==> src/rtl/iiitb_fifo_pkg.sv <==
// Shared constants and FSM encoding for the FIFO-fed UART transmitter.
package iiitb_fifo_pkg;

    localparam int unsigned BUF_WIDTH = 3;
    localparam int unsigned DATA_W    = 8;

    localparam logic TX_IDLE_LEVEL = 1'b1;

    typedef logic [2:0] state_t;

    localparam state_t ST_IDLE   = 3'd0;
    localparam state_t ST_FETCH  = 3'd1;
    localparam state_t ST_LOAD   = 3'd2;
    localparam state_t ST_START  = 3'd3;
    localparam state_t ST_DATA   = 3'd4;
    localparam state_t ST_PARITY = 3'd5;
    localparam state_t ST_STOP   = 3'd6;

endpackage

==> src/rtl/iiitb_fifo_uart_tx_baud.sv <==
// Bit-period counter: runs 0..CLKS_PER_BIT-1, flags the terminal count.
module iiitb_baud_gen #(
    parameter int unsigned CLKS_PER_BIT = 16
) (
    input  logic clk,
    input  logic rst,
    input  logic clear,
    output logic bit_tick
);

    localparam int unsigned CNT_W = (CLKS_PER_BIT > 1) ? $clog2(CLKS_PER_BIT) : 1;
    localparam logic [CNT_W-1:0] TERM = CNT_W'(CLKS_PER_BIT - 1);

    logic [CNT_W-1:0] cnt;

    // Free-running within a state; restarts from 0 on clear or wrap.
    always_ff @(posedge clk or negedge rst) begin
        if (!rst) begin
            cnt <= '0;
        end else if (clear || (cnt == TERM)) begin
            cnt <= '0;
        end else begin
            cnt <= cnt + CNT_W'(1);
        end
    end

    assign bit_tick = (cnt == TERM);

endmodule

==> src/rtl/iiitb_fifo_uart_tx.sv <==
// UART transmitter draining the iiitb_fifo byte FIFO (8N1, LSB first).
// Optional even parity bit between data and stop: define IIITB_UART_PARITY_EN.
module iiitb_fifo_uart_tx #(
    parameter int unsigned CLKS_PER_BIT = 16,
    parameter int unsigned DATA_W       = 8
) (
    input  logic              clk,
    input  logic              rst,
    input  logic              tx_en,
    input  logic              buf_empty,
    input  logic [DATA_W-1:0] buf_out,
    output logic              rd_en,
    output logic              tx,
    output logic              busy,
    output logic              tx_done,
    output logic [15:0]       frames_sent
);

    import iiitb_fifo_pkg::*;

    localparam int unsigned IDX_W = (DATA_W > 1) ? $clog2(DATA_W) : 1;
    localparam logic [IDX_W-1:0] LAST_IDX = IDX_W'(DATA_W - 1);

    state_t            state;
    state_t            state_nxt;
    logic [DATA_W-1:0] shreg;
    logic [IDX_W-1:0]  bit_idx;
    logic              bit_tick;
    logic              clear;
    logic              tx_nxt;
`ifdef IIITB_UART_PARITY_EN
    logic              parity_q;
`endif

    iiitb_baud_gen #(
        .CLKS_PER_BIT (CLKS_PER_BIT)
    ) u_baud (
        .clk      (clk),
        .rst      (rst),
        .clear    (clear),
        .bit_tick (bit_tick)
    );

    // Next-state and next line level; tx is registered from the next state
    // so the line changes on the same edge that enters each state.
    always_comb begin
        state_nxt = state;
        tx_nxt    = TX_IDLE_LEVEL;
        case (state)
            ST_IDLE:  if (tx_en && !buf_empty) state_nxt = ST_FETCH;
            ST_FETCH: state_nxt = ST_LOAD;
            ST_LOAD:  state_nxt = ST_START;
            ST_START: if (bit_tick) state_nxt = ST_DATA;
            ST_DATA: begin
                if (bit_tick && (bit_idx == LAST_IDX)) begin
`ifdef IIITB_UART_PARITY_EN
                    state_nxt = ST_PARITY;
`else
                    state_nxt = ST_STOP;
`endif
                end
            end
`ifdef IIITB_UART_PARITY_EN
            ST_PARITY: if (bit_tick) state_nxt = ST_STOP;
`endif
            ST_STOP:  if (bit_tick) state_nxt = ST_IDLE;
            default:  state_nxt = ST_IDLE;
        endcase

        case (state_nxt)
            ST_START:  tx_nxt = 1'b0;
            // Staying in DATA across a tick means the register shifts this edge.
            ST_DATA:   tx_nxt = ((state == ST_DATA) && bit_tick) ? shreg[1] : shreg[0];
`ifdef IIITB_UART_PARITY_EN
            ST_PARITY: tx_nxt = parity_q;
`endif
            default:   tx_nxt = TX_IDLE_LEVEL;
        endcase
    end

    // Baud counter restarts on every state entry.
    assign clear = (state_nxt != state);

    // Last cycle of the stop bit.
    assign tx_done = (state == ST_STOP) && bit_tick;

    // State register and registered outputs.
    always_ff @(posedge clk or negedge rst) begin
        if (!rst) begin
            state <= ST_IDLE;
            rd_en <= 1'b0;
            tx    <= TX_IDLE_LEVEL;
            busy  <= 1'b0;
        end else begin
            state <= state_nxt;
            rd_en <= (state_nxt == ST_FETCH);
            tx    <= tx_nxt;
            busy  <= (state_nxt != ST_IDLE);
        end
    end

    // Shift register loads FIFO data in LOAD, shifts right on each data-bit tick.
    always_ff @(posedge clk or negedge rst) begin
        if (!rst) begin
            shreg   <= '0;
            bit_idx <= '0;
        end else begin
            if (state == ST_LOAD) begin
                shreg <= buf_out;
            end else if ((state == ST_DATA) && bit_tick) begin
                shreg <= {1'b0, shreg[DATA_W-1:1]};
            end
            if (state_nxt != ST_DATA) begin
                bit_idx <= '0;
            end else if ((state == ST_DATA) && bit_tick) begin
                bit_idx <= bit_idx + IDX_W'(1);
            end
        end
    end

`ifdef IIITB_UART_PARITY_EN
    // Even parity of the byte, captured alongside the shift register.
    always_ff @(posedge clk or negedge rst) begin
        if (!rst) begin
            parity_q <= 1'b0;
        end else if (state == ST_LOAD) begin
            parity_q <= ^buf_out;
        end
    end
`endif

    // Completed-frame counter, advances on the closing edge of the stop bit.
    always_ff @(posedge clk or negedge rst) begin
        if (!rst) begin
            frames_sent <= 16'd0;
        end else if ((state == ST_STOP) && bit_tick) begin
            frames_sent <= frames_sent + 16'd1;
        end
    end

endmodule

==> config.mk <==
export PLATFORM = sky130hd
export DESIGN_NAME = iiitb_fifo_uart_tx
export DESIGN_NICKNAME = d
export VERILOG_FILES = /design/src/rtl/iiitb_fifo_pkg.sv /design/src/rtl/iiitb_fifo_uart_tx_baud.sv /design/src/rtl/iiitb_fifo_uart_tx.sv
export SDC_FILE = /design/constraint.sdc
export NUM_CORES = 1
export LEC_CHECK = 0
export CORE_AREA = 8 8 64 66
export DETAILED_ROUTE_END_ITERATION = 7
export DIE_AREA = 0 0 72 74
export DONT_BUFFER_PORTS = 1
export PLACE_DENSITY = 0.73
export SYNTH_ARGS = -nofsm -noshare
export SYNTH_HDL_FRONTEND = slang
export SYNTH_SLANG_ARGS = --single-unit
==> constraint.sdc <==
create_clock -name clk -period 2.16 [get_ports clk]
set_input_delay 0.324 -clock clk [delete_from_list [all_inputs] [get_ports clk]]
set_output_delay 0.324 -clock clk [all_outputs]
set_load 0.01 [all_outputs]
==> results of run 1 <==
==> kinds of logic (layout without fill, tap and decap cells) <==
group	after synthesis	count (layout)	synth area share
and+or+nand+nor	78	78	0.245
DFF	37	37	0.521
AOI/OAI and AO/OA	24	24	0.0858
xor gates and xnor gates	18	18	0.0886
buffers and inverters	11	17	0.0253
adders and majority gates	4	4	0.0281
muxes	1	1	0.00633
==> cell type report <==
| cell class | instances | area, sq um | share of cell area |
|---|---|---|---|
| repair buffers | 4 | 45.0 | 0.0232 |
| multi-input cells | 125 | 807 | 0.415 |
| flip-flops and latches | 37 | 928 | 0.477 |
| clock buffers | 6 | 51.3 | 0.0264 |
| well taps | 46 | 57.6 | 0.0296 |
| clock inverters | 2 | 37.5 | 0.0193 |
| inverters | 5 | 18.8 | 0.00965 |
==> flip-flops by register name, summed over array words and instances, names as in the netlist <==
| signal | count |
|---|---|
| bit_idx | 3 |
| busy | 1 |
| rd_en | 1 |
| frames_sent | 16 |
| u_baud.cnt | 4 |
| tx | 1 |
| state | 3 |
| shreg | 8 |
==> cells in the mapped netlist (2+ instances only) <==
cell type,number,area share
inv_1,5,0.011
nor2b_1,2,0.0070
nor2_1,17,0.036
a21oi_1,5,0.014
xor2_1,7,0.034
nand4_1,3,0.011
clkbuf_1,2,0.0042
ha_1,4,0.028
nand2_1,26,0.055
and4_1,3,0.015
a31oi_1,7,0.025
buf_2,3,0.0084
nand2b_1,2,0.0070
nand3_1,8,0.023
dfrtp_1,36,0.51
xnor2_1,11,0.054
nor3_1,4,0.011
and3_1,3,0.011
a2bb2oi_1,2,0.0098
o21ai_0,4,0.011
==> stage by stage <==
stage          hold slack (ns)  instances
2_1_floorplan           0.0284        173
3_5_place_dp            0.0299        215
6_report                 0.122        225
4_1_cts                  0.117        225
5_1_grt                  0.104        225
3_3_place_gp            0.0301        215
==> critical path: stages, from the launching register on <==
cell,delay [ns]
dfrtp_1,0.39
ha_1,0.26
nand3_4,0.17
nor3_2,0.33
buf_4,0.20
==> what timing repair did <==
action / 4_1_cts / 5_1_grt
gates resized for setup: 0 / 1
hold buffers: 2 / 0
endpoints found under the setup margin: 0 / 1
endpoints found under the hold margin: 37 / 0
==> per-layer routing <==
metal / part of all wire / up-vias / track usage
li1: - / 614 / -
met1: 0.41 / 609 / 0.158
met2: 0.50 / 32 / 0.228
met3: 0.070 / 6 / 0.0526
met4: 0.014 / 0 / 0.0522
met5: 0 / - / 0
==> worst paths after layout <==
path | startpoint | endpoint
hold / removal | buf_out[7] | shreg[7]
setup / recovery | u_baud.cnt[0] | tx_done
setup reg to reg | u_baud.cnt[0] | frames_sent[10]
min in group asynchronous | rst | frames_sent[10]
max in group asynchronous | rst | tx
hold reg to reg | u_baud.cnt[0] | u_baud.cnt[0]
==> power groups by stage <==
stage	registers (mW)	logic [mW]	clock network [mW]
after floorplan	0.934	0.379	0
after global placement	0.998	0.382	0
after detailed placement	1.01	0.407	0
after CTS	0.994	0.427	0.519
after global routing	1.02	0.475	0.545
final	0.996	0.420	0.510
==> impl_results.md, run 1 <==
* Antenna Nets Post-Route at 0
* Setup tns final at 0 ns
* Flop-to-flop setup slack at 0.41 ns
* Clock share of power at 0.265
* Layout Nets at 194
* CTS root buffer: clkbuf_4
* Synth-to-Final Area Change at 9.35%
* Port Buffers at 0
* Syn. warnings at 0
* Die Area at 5330 sq um
* Post-synthesis instance area at 1780 sq um
* Primary FF master, synth: dfrtp_1
* Syn_area_per_cell at 10.3 sq um
* Most common cell after layout, fill and taps aside: dfrtp_1
* Setup WS pre-CTS at 0.413 ns
* PwrDens at roughly 1000 nW/um^2
* Drt pass-1 iters at 4
* Outcome: finished, final reports clean
* Final period utilization at 0.928
* Crit path required time at 1.84 ns
* Rel. slew slack at 0.670
* Chip Height at 74 microns
* Critical path class: flip-flop to output port
* Clk buf depth at 2
* Max-slew violation count at 0
* Peak supply drop at 528 uV
* RSZ-0062 raised after global routing: false
* R2R depth at 5
* Pwr Total at 1.93 mW
* Wire per inst at ~15 microns
* Static leakage at roughly 0.9 nW
* Fill count at 272
* Number of global-route vias before repair at 1,189
* Pint at 1.31 mW
* CP endpoint kind: output port
* Post-DP Area at 1830 sq um
* Maxcap violations at 0
* ANT cells at 0
* Final WS setup at approximately 0.16 ns
* Endpoints failing setup at 0
* TritonCTS Sinks at 37
* Pin slew with the least headroom to its limit at 0.495 ns
* Post-Syn Instances at about 170
* 1st-iter DRT viols at 95
* Hold Path Class: primary input to flip-flop
* RePlAce Congestion at roughly 0.78
* Worst hold stages at 2
* Largest net degree at the start of global routing at 38
* Setup Buffers After CTS at 0
* Clock Latency Late Sink at 0.35 ns
* Final setup skew at 0.0133 ns
* Reg power frac at 0.517
* Final Util at 0.612
* DP HPWL at 2480 microns
* Min Tclk post-route at about 2.0 ns
* CTS Buf Count at 5
* Number of flops mapped to enable cells by yosys at 0
* Core ar. at 3180 sq um
* Switching Share at 0.321
* Drt drc at 0
* I/O pin total at 32
* Clock Pin Slew Worst Setup and Hold Paths at 0.12 ns
* Sequential area share after synthesis at 0.521
* Comb power frac at 0.218
* Global Route Usage Sum at 0.137
* Setup crit start kind: flip-flop
* Total grt overflow at 0
* Syn nets at 189
* Final hold viol count at 0
* Post-route cell area at 1950 sq um
* Initial core utilization at 0.560
* First-pass GRT wire length at 5620 microns
* Commonest cells after routing, fill and taps aside: dfrtp_1, nand2_1, nor2_1
* CTS tree: built
* FMAX at around 500 MHz
* Unique masters post-synth at 39
* Die Width at 72 microns
* NetSw at 0.619 mW
* Initial antenna violation count at 0
* Routed via count at 1,261
* #FFs+latches synth at 37
* Row count at 21
* Vias per inst at about 5.6
* H-tree Lvls at 2
* Critical path data arrival time at 1.68 ns
* Share of cells above drive strength 1 at 0.106
* Final WL at roughly 3400 microns
* Fraction of registers with async set/reset at 1.00
* Crit path max fanout at 10
Note: power is estimated with default switching activity, not from simulation.
==> run 2, diff against run 1 <==
--- a/config.mk
+++ b/config.mk
@@ -5,9 +5,9 @@
 export SDC_FILE = /design/constraint.sdc
 export NUM_CORES = 1
 export LEC_CHECK = 0
-export CORE_AREA = 8 8 64 66
+export CORE_AREA = 8 8 72 59
 export DETAILED_ROUTE_END_ITERATION = 7
-export DIE_AREA = 0 0 72 74
+export DIE_AREA = 0 0 80 67
 export DONT_BUFFER_PORTS = 1
 export PLACE_DENSITY = 0.73
 export SYNTH_ARGS = -nofsm -noshare
==> run 2 against run 1 <==
Net effect:
- global-route usage grew 1.3 points
- clock power decreased by 5.1%
- via count decreased by 0.63%
- sequential power about the same
- routed wire length increased by 3.5%
- sequential cell count did not move
- setup slack gained 0.041 ns
- sequential share of layout area hardly changed
- critical endpoint unchanged
==> impl_results.md, run 2 (synthesis gave the netlist of run 1 again) <==
* Endpoints failing setup at 0
* Routed via count at 1,253
* NetSw at 0.621 mW
* Wire per inst at 16.1 microns
* Port Buffers at 0
* CTS tree: built
* Initial antenna violation count at 0
* Peak supply drop at 625 uV
* Setup tns final at 0 ns
* Critical path class: flip-flop to output port
* Pint at 1.30 mW
* Initial core utilization at 0.572
* Vias per inst at 5.72
* Max reg flops at 16
* Antenna Nets Post-Route at 0
* Outcome: finished, final reports clean
* PwrDens at between 900 and 1000 nW/um^2
* FMAX at a little over 500 MHz
* Crit path required time at 1.84 ns
* Setup crit start kind: flip-flop
* Final Util at 0.625
* Chip Height at 67 microns
* Flop-to-flop setup slack at around 0.4 ns
* CTS Buf Count at 5
* Final hold viol count at 0
* Core ar. at 3110 sq um
* Rel. slew slack at 0.652
* ANT cells at 0
* Number of global-route vias before repair at about 1,200
* Layout Nets at between 150 and 200
* Largest net degree at the start of global routing at 38
* Setup Buffers After CTS at 0
* TritonCTS Sinks at 37
* Commonest cells after routing, fill and taps aside: dfrtp_1, nand2_1, nor2_1
* Synth-to-Final Area Change at 9.14%
* Worst path max stage delay at 0.63 ns
* Pin slew with the least headroom to its limit at 0.522 ns
* Final setup skew at between 0.005 and 0.006 ns
* Min Tclk post-route at roughly 2 ns
* Final WL at 3540 microns
* Crit path max fanout at 13
* Max-slew violation count at 0
* Drt drc at 0
* I/O pin total at 32
* Die Width at roughly 80 microns
* Static leakage at about 0.9 nW
* Worst path cell trace: inv_1 -> nor3_2 -> buf_4
* First-pass GRT wire length at 6070 microns
* Crit path max-delay family: flip-flops
* Row count at 18
* Share of cells above drive strength 1 at 0.0950
* Global Route Usage Sum at 0.150
* Worst Path Buf+Inv at 2
* Post-CTS Hold Buffers at 2
* Clk buf depth at 2
* Total grt overflow at 0
* Reg power frac at 0.521
* Most common cell after layout, fill and taps aside: dfrtp_1
* Hold Path Class: primary input to flip-flop
* Top flop regs: frames_sent x16, shreg x8, u_baud.cnt x4
* H-tree Lvls at 2
* Clock share of power at 0.253
* Final period utilization at 0.909
* Worst path slowest cell: dfrtp_1
* RSZ-0062 raised after global routing: false
* Critical path data arrival time at 1.64 ns
* RePlAce Congestion at between 0.8 and 0.9
* DP HPWL at 2580 microns
* Drt pass-1 iters at 4
* Clock Latency Late Sink at ~0.29 ns
* Die Area at roughly 5400 sq um
* 1st-iter DRT viols at around 170
* CTS resizes at 0
* Comb power frac at 0.226
* Largest register by flop count: frames_sent
* CTS root buffer: clkbuf_8
* Maxcap violations at 0
* Switching Share at 0.324
* Clock Pin Slew Worst Setup and Hold Paths at 0.07 ns
* CP endpoint kind: output port
* Fill count at 255
run 2: path summary, 6_finish.rpt:
check	startpoint	end	cells after the start
setup / recovery	state[1]	tx_done	3
hold / removal	buf_out[7]	shreg[7]	2
setup reg to reg	u_baud.cnt[0]	frames_sent[15]	5
hold reg to reg	u_baud.cnt[0]	u_baud.cnt[0]	1
max in group asynchronous	rst	tx	2
min in group asynchronous	rst	busy	2
run 2: final cells by class:
cell class | count | area, sq um | area share
inverter | 5 | 18.8 | 0.00966
timing repair buffer | 5 | 52.6 | 0.0271
tap | 40 | 50.0 | 0.0258
sequential | 37 | 927 | 0.477
clock buffer | 7 | 86.3 | 0.0445
multi-input combinational | 125 | 807 | 0.416
run 2: power by group through the flow:
stage / Clock (mW) / Combinational (mW) / Sequential [mW]
2_1_floorplan: 0 / 0.379 / 0.934
3_3_place_gp: 0 / 0.396 / 0.997
3_5_place_dp: 0 / 0.413 / 1.01
4_1_cts: 0.493 / 0.437 / 0.997
5_1_grt: 0.527 / 0.502 / 1.02
6_report: 0.484 / 0.434 / 0.999
run 2: metrics by stage:
| stage | std cells | power, mW | worst slack, ns | hold slack [ns] | cell area, sq um |
|---|---|---|---|---|---|
| after floorplan | 173 | 1.31 | 0.577 | 0.0284 | 1780 |
| after global placement | 210 | 1.39 | 0.474 | 0.0303 | 1830 |
| after detailed placement | 210 | 1.42 | 0.442 | 0.0303 | 1830 |
| after CTS | 219 | 1.93 | 0.224 | 0.174 | 1940 |
| after global routing | 219 | 2.05 | 0.0673 | 0.185 | 1940 |
| final | 219 | 1.92 | 0.196 | 0.174 | 1940 |
run 2: metal layers:
layer,part of all wire,vias up,GRT usage
li1,-,610,-
met1,0.46,598,0.198
met2,0.42,38,0.191
met3,0.093,7,0.0699
met4,0.025,0,0.0950
met5,0,-,0
==> run 3, diff against run 2 <==
--- a/config.mk
+++ b/config.mk
@@ -5,11 +5,11 @@
 export SDC_FILE = /design/constraint.sdc
 export NUM_CORES = 1
 export LEC_CHECK = 0
-export CORE_AREA = 8 8 72 59
+export BUFFER_PORTS_ARGS = -buffer_cell sky130_fd_sc_hd__buf_2
+export CORE_AREA = 8 8 76 61
 export DETAILED_ROUTE_END_ITERATION = 7
-export DIE_AREA = 0 0 80 67
-export DONT_BUFFER_PORTS = 1
-export PLACE_DENSITY = 0.73
+export DIE_AREA = 0 0 84 69
+export PLACE_DENSITY = 0.76
 export SYNTH_ARGS = -nofsm -noshare
 export SYNTH_HDL_FRONTEND = slang
 export SYNTH_SLANG_ARGS = --single-unit
==> run 3 against run 2 <==
Net effect:
- setup slack got worse by 0.011 ns
- via count rose by 6.9%
- die area rose by 8.1%
- critical path type unchanged
- critical endpoint unchanged
- largest cell class unchanged
==> impl_results.md, run 3 (synthesis gave the netlist of run 1 again) <==
* PwrDens at 976 nW/um^2
* Setup Buffers After CTS at 0
* Drt drc at 0
* Final setup skew at between 0.006 and 0.007 ns
* Die Area at 5800 sq um
* ANT cells at 0
* Reg power frac at 0.482
* Initial core utilization at 0.509
* Placed Cells at ~240
* Multi-input logic area at 807 sq um
* Comb power frac at 0.218
* Pint at 1.42 mW
* 1st-iter DRT viols at 48
* Critical path class: flip-flop to output port
* Port Buffers at 31
* DP HPWL at 2470 microns
* Total grt overflow at 0
* CTS resizes at 0
* H-tree Lvls at 2
* Maxcap violations at 0
* Core ar. at around 3500 sq um
* Setup tns final at 0 ns
* Max reg flops at 16
* Fin cells at 250
* Min Tclk post-route at slightly below 2 ns
* First-pass GRT wire length at 5870 microns
* Fill count at 287
* Max-slew violation count at 0
* Top flop regs: frames_sent x16, shreg x8, u_baud.cnt x4
* Chip Height at 69 microns
* FF/Latch Area at between 900 and 1000 sq um
* Largest register by flop count: frames_sent
* Pin slew with the least headroom to its limit at between 0.7 and 0.8 ns
* Critical path data arrival time at between 1.5 and 2 ns
* Final hold viol count at 0
* Setup crit start kind: flip-flop
* Hold Path Class: primary input to asynchronous set/reset pin
* Routed via count at 1,340
* Final Util at 0.600
* Static leakage at 1.05 nW
* NetSw at approximately 0.62 mW
* Crit path required time at 1.84 ns
* Clock Pin Slew Worst Setup and Hold Paths at 0.07 ns
* Hold WS at 0.120 ns
* FMAX at 506 MHz
* Global Route Usage Sum at 0.119
* Peak supply drop at 644 uV
* Crit path max fanout at 10
* CP endpoint kind: output port
* Clock Latency Late Sink at 0.28 ns
* Most common cell after layout, fill and taps aside: dfrtp_1
* Vias per inst at 5.36
* Die Width at ~84 microns
* CTS Buf Count at 5
* I/O pin total at 32
* Rel. slew slack at 0.477
* CTS tree: built
* Commonest cells after routing, fill and taps aside: dfrtp_1, buf_2, nand2_1
* Final WL at about 3400 microns
* Antenna Nets Post-Route at 0
* Post-DP Area at 1980 sq um
* CTS root buffer: clkbuf_8
* Outcome: finished, final reports clean
* RSZ-0062 raised after global routing: false
* Row count at 19
* Largest net degree at the start of global routing at 38
* Wire per inst at 13.5 microns
* Number of global-route vias before repair at 1,282
* Synth-to-Final Area Change at 17.8%
* Pwr Total at 2.05 mW
* Endpoints failing setup at 0
* Drt pass-1 iters at 4
* Post-route cell area at 2100 sq um
* TritonCTS Sinks at 37
* RePlAce Congestion at 0.832
* Initial antenna violation count at 0
* Layout Nets at 223
* Final WS setup at 0.185 ns
* Clk buf depth at 2
* Final period utilization at 0.914
* Setup WS pre-CTS at 0.419 ns
* Share of cells above drive strength 1 at 0.231
* Post-CTS Hold Buffers at 0
* Switching Share at 0.305
* Clock share of power at 0.301
[run 3: changes by cell type in the layout (fill, tap and decap cells not counted)]
| cell | previous run | this run |
|---|---|---|
| clkbuf_1 | 1 | 0 |
| buf_4 | 3 | 2 |
| buf_12 | 1 | 0 |
| dlygate4sd3_1 | 1 | 0 |
| buf_2 | 0 | 31 |
| bufinv_16 | 0 | 1 |
| clkinvlp_4 | 0 | 1 |
[run 3: final cells by class]
type | count | area share
clock inverter | 2 | 0.0179
timing repair buffer | 33 | 0.0812
multi-input combinational | 125 | 0.385
inverter | 5 | 0.00896
tap | 42 | 0.0251
sequential | 37 | 0.442
clock buffer | 6 | 0.0394
[run 3: final timing paths]
path                       cells after the start  slack, ns     startpoint               to
max in group asynchronous                      1       1.54            rst         shreg[3]
hold / removal                                 1       0.12            rst    u_baud.cnt[3]
min in group clk                               3       0.28     buf_out[7]         shreg[7]
hold reg to reg                                1       0.46  u_baud.cnt[0]    u_baud.cnt[0]
setup / recovery                               4       0.18  u_baud.cnt[0]          tx_done
setup reg to reg                               5       0.41  u_baud.cnt[0]  frames_sent[15]
[run 3: worst max-delay path, stage by stage, from the launching register on]
cell	delay (ns)
dfrtp_1	0.37
ha_1	0.25
nand3_4	0.18
nor3_2	0.36
buf_2	0.20
[run 3: per-layer routing]
metal | vias up | global-route usage | wire (microns) | share of wire
met5 | - | 0 | 0 | 0
li1 | 666 | - | - | -
met2 | 44 | 0.166 | 1480 | 0.44
met3 | 4 | 0.0493 | 255 | 0.075
met4 | 0 | 0.0287 | 21 | 0.0062
met1 | 626 | 0.164 | 1630 | 0.48
[run 3: power by group through the flow]
stage	Combinational [mW]	Sequential, mW	Clock, mW
after floorplan	0.379	0.934	0
after global placement	0.438	0.993	0
after detailed placement	0.455	0.994	0
after CTS	0.454	0.984	0.628
after global routing	0.521	1.01	0.661
final	0.445	0.985	0.615
